===== src/rtl/dmem_byte_bridge.sv =====
// dmem_byte_bridge: splits core data-memory accesses into big-endian external byte cycles.
// Optional build macro DMEM_BRIDGE_MISALIGN_EN enables odd-address word accesses.
`default_nettype none

module dmem_byte_bridge #(
  parameter int ADDR_W = 16
) (
  input  logic              clk,
  input  logic              rst,
  input  logic              d_mem_assert,
  input  logic              d_mem_cmd,
  input  logic              d_mem_be0,
  input  logic              d_mem_be1,
  input  logic [ADDR_W-1:0] d_mem_addr,
  input  logic [15:0]       d_mem_wdata,
  output logic [15:0]       d_mem_rdata,
  output logic              d_mem_rdy,
  output logic              ext_req,
  output logic              ext_we,
  output logic [ADDR_W-1:0] ext_addr,
  output logic [7:0]        ext_wdata,
  input  logic [7:0]        ext_rdata,
  input  logic              ext_rdy
);

  typedef enum logic [1:0] {
    IDLE    = 2'd0,
    XFER_HI = 2'd1,
    XFER_LO = 2'd2
  } state_t;

  state_t            state_q, state_d;
  logic [ADDR_W-1:0] addr_q;
  logic              cmd_q;
  logic              word_q;
  logic [15:0]       wdata_q;
  logic [7:0]        hi_q;
  logic [15:0]       rdata_q;
  logic [ADDR_W-1:0] hi_addr;
  logic [ADDR_W-1:0] lo_addr;
  logic              accept;

  assign accept = (state_q == IDLE) && d_mem_assert;

`ifdef DMEM_BRIDGE_MISALIGN_EN
  assign hi_addr = addr_q;
  assign lo_addr = addr_q + ADDR_W'(1);
`else
  assign hi_addr = {addr_q[ADDR_W-1:1], 1'b0};
  assign lo_addr = {addr_q[ADDR_W-1:1], 1'b1};
`endif

  always_comb begin
    state_d = state_q;
    case (state_q)
      IDLE:    if (d_mem_assert) state_d = (d_mem_be0 && d_mem_be1) ? XFER_HI : XFER_LO;
      XFER_HI: if (ext_rdy) state_d = XFER_LO;
      XFER_LO: if (ext_rdy) state_d = IDLE;
      default: state_d = IDLE;
    endcase
  end

  // External bus is driven purely from the latched request, so it stays stable while stalled.
  always_comb begin
    ext_req   = 1'b0;
    ext_we    = 1'b0;
    ext_addr  = '0;
    ext_wdata = 8'h00;
    case (state_q)
      XFER_HI: begin
        ext_req   = 1'b1;
        ext_we    = cmd_q;
        ext_addr  = hi_addr;
        ext_wdata = wdata_q[15:8];
      end
      XFER_LO: begin
        ext_req   = 1'b1;
        ext_we    = cmd_q;
        ext_addr  = word_q ? lo_addr : addr_q;
        ext_wdata = wdata_q[7:0];
      end
      default: ;
    endcase
  end

  always_ff @(posedge clk) begin
    if (rst) begin
      state_q <= IDLE;
      addr_q  <= '0;
      cmd_q   <= 1'b0;
      word_q  <= 1'b0;
      wdata_q <= 16'h0000;
      hi_q    <= 8'h00;
      rdata_q <= 16'h0000;
    end else begin
      state_q <= state_d;
      if (accept) begin
        addr_q  <= d_mem_addr;
        cmd_q   <= d_mem_cmd;
        word_q  <= d_mem_be0 && d_mem_be1;
        wdata_q <= d_mem_wdata;
      end
      if ((state_q == XFER_HI) && ext_rdy) hi_q <= ext_rdata;
      if ((state_q == XFER_LO) && ext_rdy && !cmd_q)
        rdata_q <= word_q ? {hi_q, ext_rdata} : {8'h00, ext_rdata};
    end
  end

  assign d_mem_rdata = rdata_q;
  assign d_mem_rdy   = (state_q == IDLE);

endmodule

`default_nettype wire


===== config.mk =====
export PLATFORM = sky130hd
export DESIGN_NAME = dmem_byte_bridge
export DESIGN_NICKNAME = d
export VERILOG_FILES = /design/src/rtl/dmem_byte_bridge.sv
export SDC_FILE = /design/constraint.sdc
export NUM_CORES = 1
export LEC_CHECK = 0
export ABC_AREA = 1
export CAP_MARGIN = 30
export CORE_ASPECT_RATIO = 0.9
export CORE_MARGIN = 10
export CORE_UTILIZATION = 48
export CTS_CLUSTER_SIZE = 40
export DETAILED_ROUTE_END_ITERATION = 8
export PLACE_DENSITY = 0.95
export SETUP_SLACK_MARGIN = 0.2
export SLEW_MARGIN = 20
export SYNTH_ARGS = -nofsm -noshare
export SYNTH_HDL_FRONTEND = slang
export SYNTH_SLANG_ARGS = --single-unit

===== constraint.sdc =====
create_clock -name clk -period 2.1 [get_ports clk]
set_input_delay 0.315 -clock clk [delete_from_list [all_inputs] [get_ports clk]]
set_output_delay 0.315 -clock clk [all_outputs]
set_load 0.02 [all_outputs]

=== Word-level counts from Yosys, hierarchy flattened ===
Index checks and enable logic that the tools add are counted.

* Equality and inequality tests: 5
* Multiplexer cells: 11
* Reductions and logical operators: 9

{| class="wikitable"
|+ Operators by type and width
! kind !! count
|-
| $pmux W16 S2 || 1
|-
| $mux W16 || 1
|-
| $pmux W8 S2 || 1
|-
| $mux W2 || 4
|-
| $ne A2 B2 Y1 const B || 3
|-
| $pmux W2 S3 || 1
|-
| $logic_and A1 B1 Y1 || 5
|-
| $mux W1 || 3
|-
| $reduce_and A3 Y1 || 1
|-
| $eq A2 B1 Y1 const B || 1
|-
| $eq A2 B2 Y1 const B || 1
|-
| $logic_not A2 Y1 || 1
|-
| $reduce_or A2 Y1 || 1
|-
| $logic_not A1 Y1 || 1
|}

* Register bits after elaboration: 60
* Input bits: 47
* Word-level logic and storage cells: 32

=== Logic depth before layout (Yosys ltp) ===
Gate-level depths: netlist of the first run.

* Depth in word-level cells: 4
* Depth in mapped cells: 9
* Gate-level depth less buffers: 8

=== Least setup slack after synthesis of the first run ===
Ideal clock, no wire load.

* Path kind: reg-to-output
* Start: reg state_q[0]
* End: out ext_addr[0]
* Data arrival time: 1,705 ps
* Path slack: 80 ps
* Stages on the path, launching flop included: 6
* Path buffers: 1
* Cells stage by stage: dfxtp_1 -> inv_1 -> ha_1 -> buf_2 -> clkinv_1 -> nor3_1

* Longest elaborated chain between the ends: 2
* Elaborated cells between the ends (all ways): 3
* Classes of those cells: 2 x eq/ne; 1 x mux

{| class="wikitable"
|+ Ends and longest elaborated chain
! item !! line !! text
|-
| start: declaration || 32 || <nowiki>state_t state_q, state_d;</nowiki>
|-
| start signal: assignment || 96 || <nowiki>state_q <= state_d;</nowiki>
|-
| $eq A2 B2 Y1 / $eq A2 B1 Y1 (equally long branches) || 69 || <nowiki>case (state_q)</nowiki>
|-
| $pmux W16 S2 * || 69 ||
|-
| end: declaration || 20 || <nowiki>output logic [ADDR_W-1:0] ext_addr,</nowiki>
|}

Every way passes the cells marked *; elsewhere a longest branch is shown, timed or not.

=== Worst setup path after layout of the first run ===
* Start: reg state_q[1]
* End: out ext_addr[5]

Same word-level chain as after synthesis.

==> impl_metrics.py, run 1 <==
metrics = {
    "outcome": {
        "result_of_the_run": "complete, no violations",
    },
    "routing": {
        "drt_drc_violations_left": 0,
        "avgViaCountPerCell": 4.947,
        "initialDrtViolationCount": 138,
        "drt_wl_total_mm": 7.246,
        "first_pass_iters": 4,
        "vias": 2523,
        "final_antenna_net_count": 0,
        "routed_wire_length_per_instance_um": 14.21,
    },
    "timing": {
        "final_max_slew_viol_count": 0,
        "fmax_ghz": 0.5398,
        "rsz0062_at_grt": "yes",
        "final_min_period_over_clock_period_pct": 88.21,
        "period_needed_ns": 1.852,
        "tightestPinTransition_ns": 0.6793,
        "setup_failing_eps_final": 0,
        "fin_skew_ns": 0.009710,
        "max_slew_margin_pct": 54.65,
        "whs_ns": 0.4721,
        "hold_viol": 0,
    },
    "pwr": {
        "combPwrFrac_pct": 42.6,
        "power_density_mw_per_mm2": 1232,
        "power_report.internal_total_mw": 2.719,
        "portion_of_total_power_attributed_to_sequential_cells_pct": 34.7,
        "netSwitchingFraction_pct": 39.10,
        "worst_ir_drop_vdd_v": 0.0007218,
        "power.share.clock_pct": 22.8,
        "power.leakage_nw": 1.470,
        "switching_power_mw": 1.746,
    },
    "global_routing": {
        "grt_antenna_before_repair": 1,
        "pin_count_of_the_biggest_net_entering_global_routing": 52,
        "grt_pass1_vias": 2456,
        "track_usage_pct": 17.05,
        "grt_first_pass_wirelength_mm": 11.44,
        "grt_remaining_overflow": 0,
    },
    "place": {
        "dpl.hpwl_mm": 5.120,
        "dpl.cell_count": 493,
        "place_congestion": 0.8093,
        "buffer_ports.inserted": 89,
        "dpl-instance-area_mm2": 0.003420,
    },
    "finish": {
        "final_layout_size_suffix_gt1_share_pct": 16.63,
        "most-common-layout-cells": "sky130_fd_sc_hd__nor2_1 (114), sky130_fd_sc_hd__clkdlybuf4s50_1 (62), sky130_fd_sc_hd__dfxtp_1 (58)",
        "area_delta_synth_final_pct": 46.34,
        "final_cell_count_no_fill": 510,
        "layout_commonest_cell": "sky130_fd_sc_hd__nor2_1",
        "final_util_pct": 73.58,
        "num_antenna_cells": 0,
        "design.final.nets": 491,
        "num-fill-cells": 379,
        "post-route-cell-area_mm2": 0.003623,
    },
    "critical_path": {
        "rr_endpoint": "d_mem_rdata[12]",
        "reg2reg_setup_slack_ns": 0.50,
        "critical_path_sink_type": "output port",
        "critPathSlowestCell": "sky130_fd_sc_hd__dfxtp_2",
        "crit_fanout": 15,
        "path_common_cell": "sky130_fd_sc_hd__inv_2",
        "critPathArrivalTime_ns": 1.54,
        "r2r_start": "state_q[0]",
        "cp.required_ns": 1.78,
        "timing.reg2reg.worst_path_depth": 8,
        "critPathCapture": "ext_addr[5]",
        "crit_chain": "inv_2 > ha_2 > inv_1 > nand2_2 > inv_2 > buf_12 > nor2_1 > buf_4",
        "timing_worst_setup_path_type": "reg2out",
        "startpoint": "state_q[1]",
        "crit_path_start_kind": "flip-flop",
        "cpPeakStageDelay_ns": 0.33,
    },
    "yosys": {
        "netlist_area_mm2": 0.002476,
        "synth-seq-area-share_pct": 48.51,
        "synth_top_area_share_pct": 48.51,
        "synthDominantAreaCellType": "sky130_fd_sc_hd__dfxtp_1",
        "avgSynthCellArea_um2": 7.095,
        "synth.distinct_cells": 19,
        "ys.warnings.count": 0,
        "number_of_flip_flops_and_latches_in_the_synthesized_netlist": 60,
        "synthesis.instances": 349,
        "area_contributors_post_synth": "sky130_fd_sc_hd__dfxtp_1 (49%), sky130_fd_sc_hd__nor2_1 (18%), sky130_fd_sc_hd__o21ai_0 (9.5%)",
        "syn-num-nets": 400,
    },
    "die": {
        "ios": 90,
        "die_width_um": 95.71,
        "floorplan.initialDensity_pct": 50.28,
        "die_h_um": 88.14,
        "fp.dieArea_mm2": 0.008435,
        "num_rows": 24,
        "core_area_mm2": 0.004925,
    },
    "flow_run": {
        "maxCapViolCount": 0,
    },
    "clock_tree": {
        "numCtsBuffers": 9,
        "clkSlewWorstSetupHoldPaths_ns": 0.07,
        "clock_tree.buffer_depth": 2,
        "h-tree-depth": 3,
        "post_cts_buffers": 0,
        "hold_fix_buffers_at_cts": 0,
        "numClockSinks": 60,
        "tritoncts": "done",
        "clk_latency_ns": 0.33,
        "ctsRootBufferMaster": "sky130_fd_sc_hd__clkbuf_8",
    },
    "min_path": {
        "hold_path_depth": 2,
        "min_path_type": "reg2reg",
    },
}
==> registers in the layout, summed over array words and instances, names as in the netlist <==
signal       flops
d_mem_rdata     16
addr_q          16
wdata_q         16
word_q           1
cmd_q            1
state_q          2
hi_q             8
==> critical path, delay by kind of cell, from the launching register on <==
kind | cells | cell delay [ns]
buffers and inverters | 5 | 0.50
flip-flops | 1 | 0.33
adder cells (fa/ha/maj) | 1 | 0.19
AND/OR/NAND/NOR | 2 | 0.19
==> metrics by stage <==
step | worst slack (ns) | power, mW | setup TNS [ns]
5_1_grt | 0.1305 | 4.782 | 0
3_5_place_dp | -0.01163 | 3.323 | -0.01596
6_report | 0.2476 | 4.466 | 0
2_1_floorplan | 0.2226 | 2.674 | 0
3_3_place_gp | 0.08270 | 3.254 | 0
4_1_cts | 0.1847 | 4.405 | 0
==> worst min-delay path by stage <==
stage	startpoint	endpoint	slack (ns)
3_3_place_gp	d_mem_rdata[15]	d_mem_rdata[15]	0.45
5_1_grt	d_mem_rdata[11]	d_mem_rdata[11]	0.48
2_1_floorplan	ext_rdata[0]	d_mem_rdata[0]	0.45
4_1_cts	d_mem_rdata[11]	d_mem_rdata[11]	0.47
6_report	d_mem_rdata[11]	d_mem_rdata[11]	0.47
3_5_place_dp	d_mem_rdata[11]	d_mem_rdata[11]	0.46
==> power groups by stage <==
stage          logic (mW)  clock network, mW  registers (mW)
6_report             1.90               1.02            1.55
3_5_place_dp         1.77                  0            1.56
5_1_grt              2.10               1.10            1.58
3_3_place_gp         1.71                  0            1.55
2_1_floorplan        1.11                  0            1.57
4_1_cts              1.82               1.04            1.54
==> synthesized netlist by cell type (all sizes together) <==
| cell type | number |
|---|---|
| buf | 12 |
| nor3 | 1 |
| clkinv | 1 |
| dfxtp | 60 |
| ha | 4 |
| inv | 12 |
| nor2 | 119 |
| a21oi | 17 |
| a211oi | 1 |
| clkbuf | 8 |
| o21ai | 49 |
| nand3 | 11 |
| nand2 | 54 |
==> repair_timing <==
action / CTS / global route
cloned: 1 / 0
pin swaps: 0 / 1
setup endpoints to repair: 27 / 24
gates resized for setup: 117 / 34
==> final cells by class <==
cell class	count	area, um2	area share, %
tap	65	81.33	2.244
sequential	60	1206	33.29
clock buffer	9	123.9	3.419
multi-input combinational	256	1147	31.66
timing repair buffer	100	935.9	25.83
clock inverter	7	76.32	2.106
inverter	13	52.55	1.450
==> metal layers <==
layer	track usage [%]	share of wire, %
met5	0	0
met4	8.166	2.6
met3	6.672	9.0
met2	28.11	48
met1	18.87	40
==> cell families (layout without fill, tap and decap cells) <==
group | count (synthesis) | count (layout) | synth area share (%)
flops | 60 | 60 | 48.51
buf+inv | 33 | 129 | 6.872
compound gates | 67 | 67 | 13.64
simple gates | 185 | 185 | 28.95
fa+ha+maj | 4 | 4 | 2.021
No activity file was read; power rests on OpenSTA's default activity.
==> run 2, diff against run 1 <==
Settings changed: SLEW_MARGIN 20 to 25.
==> results of run 2 <==
No change in the layout: final DEF, timing and power equal those of run 1.
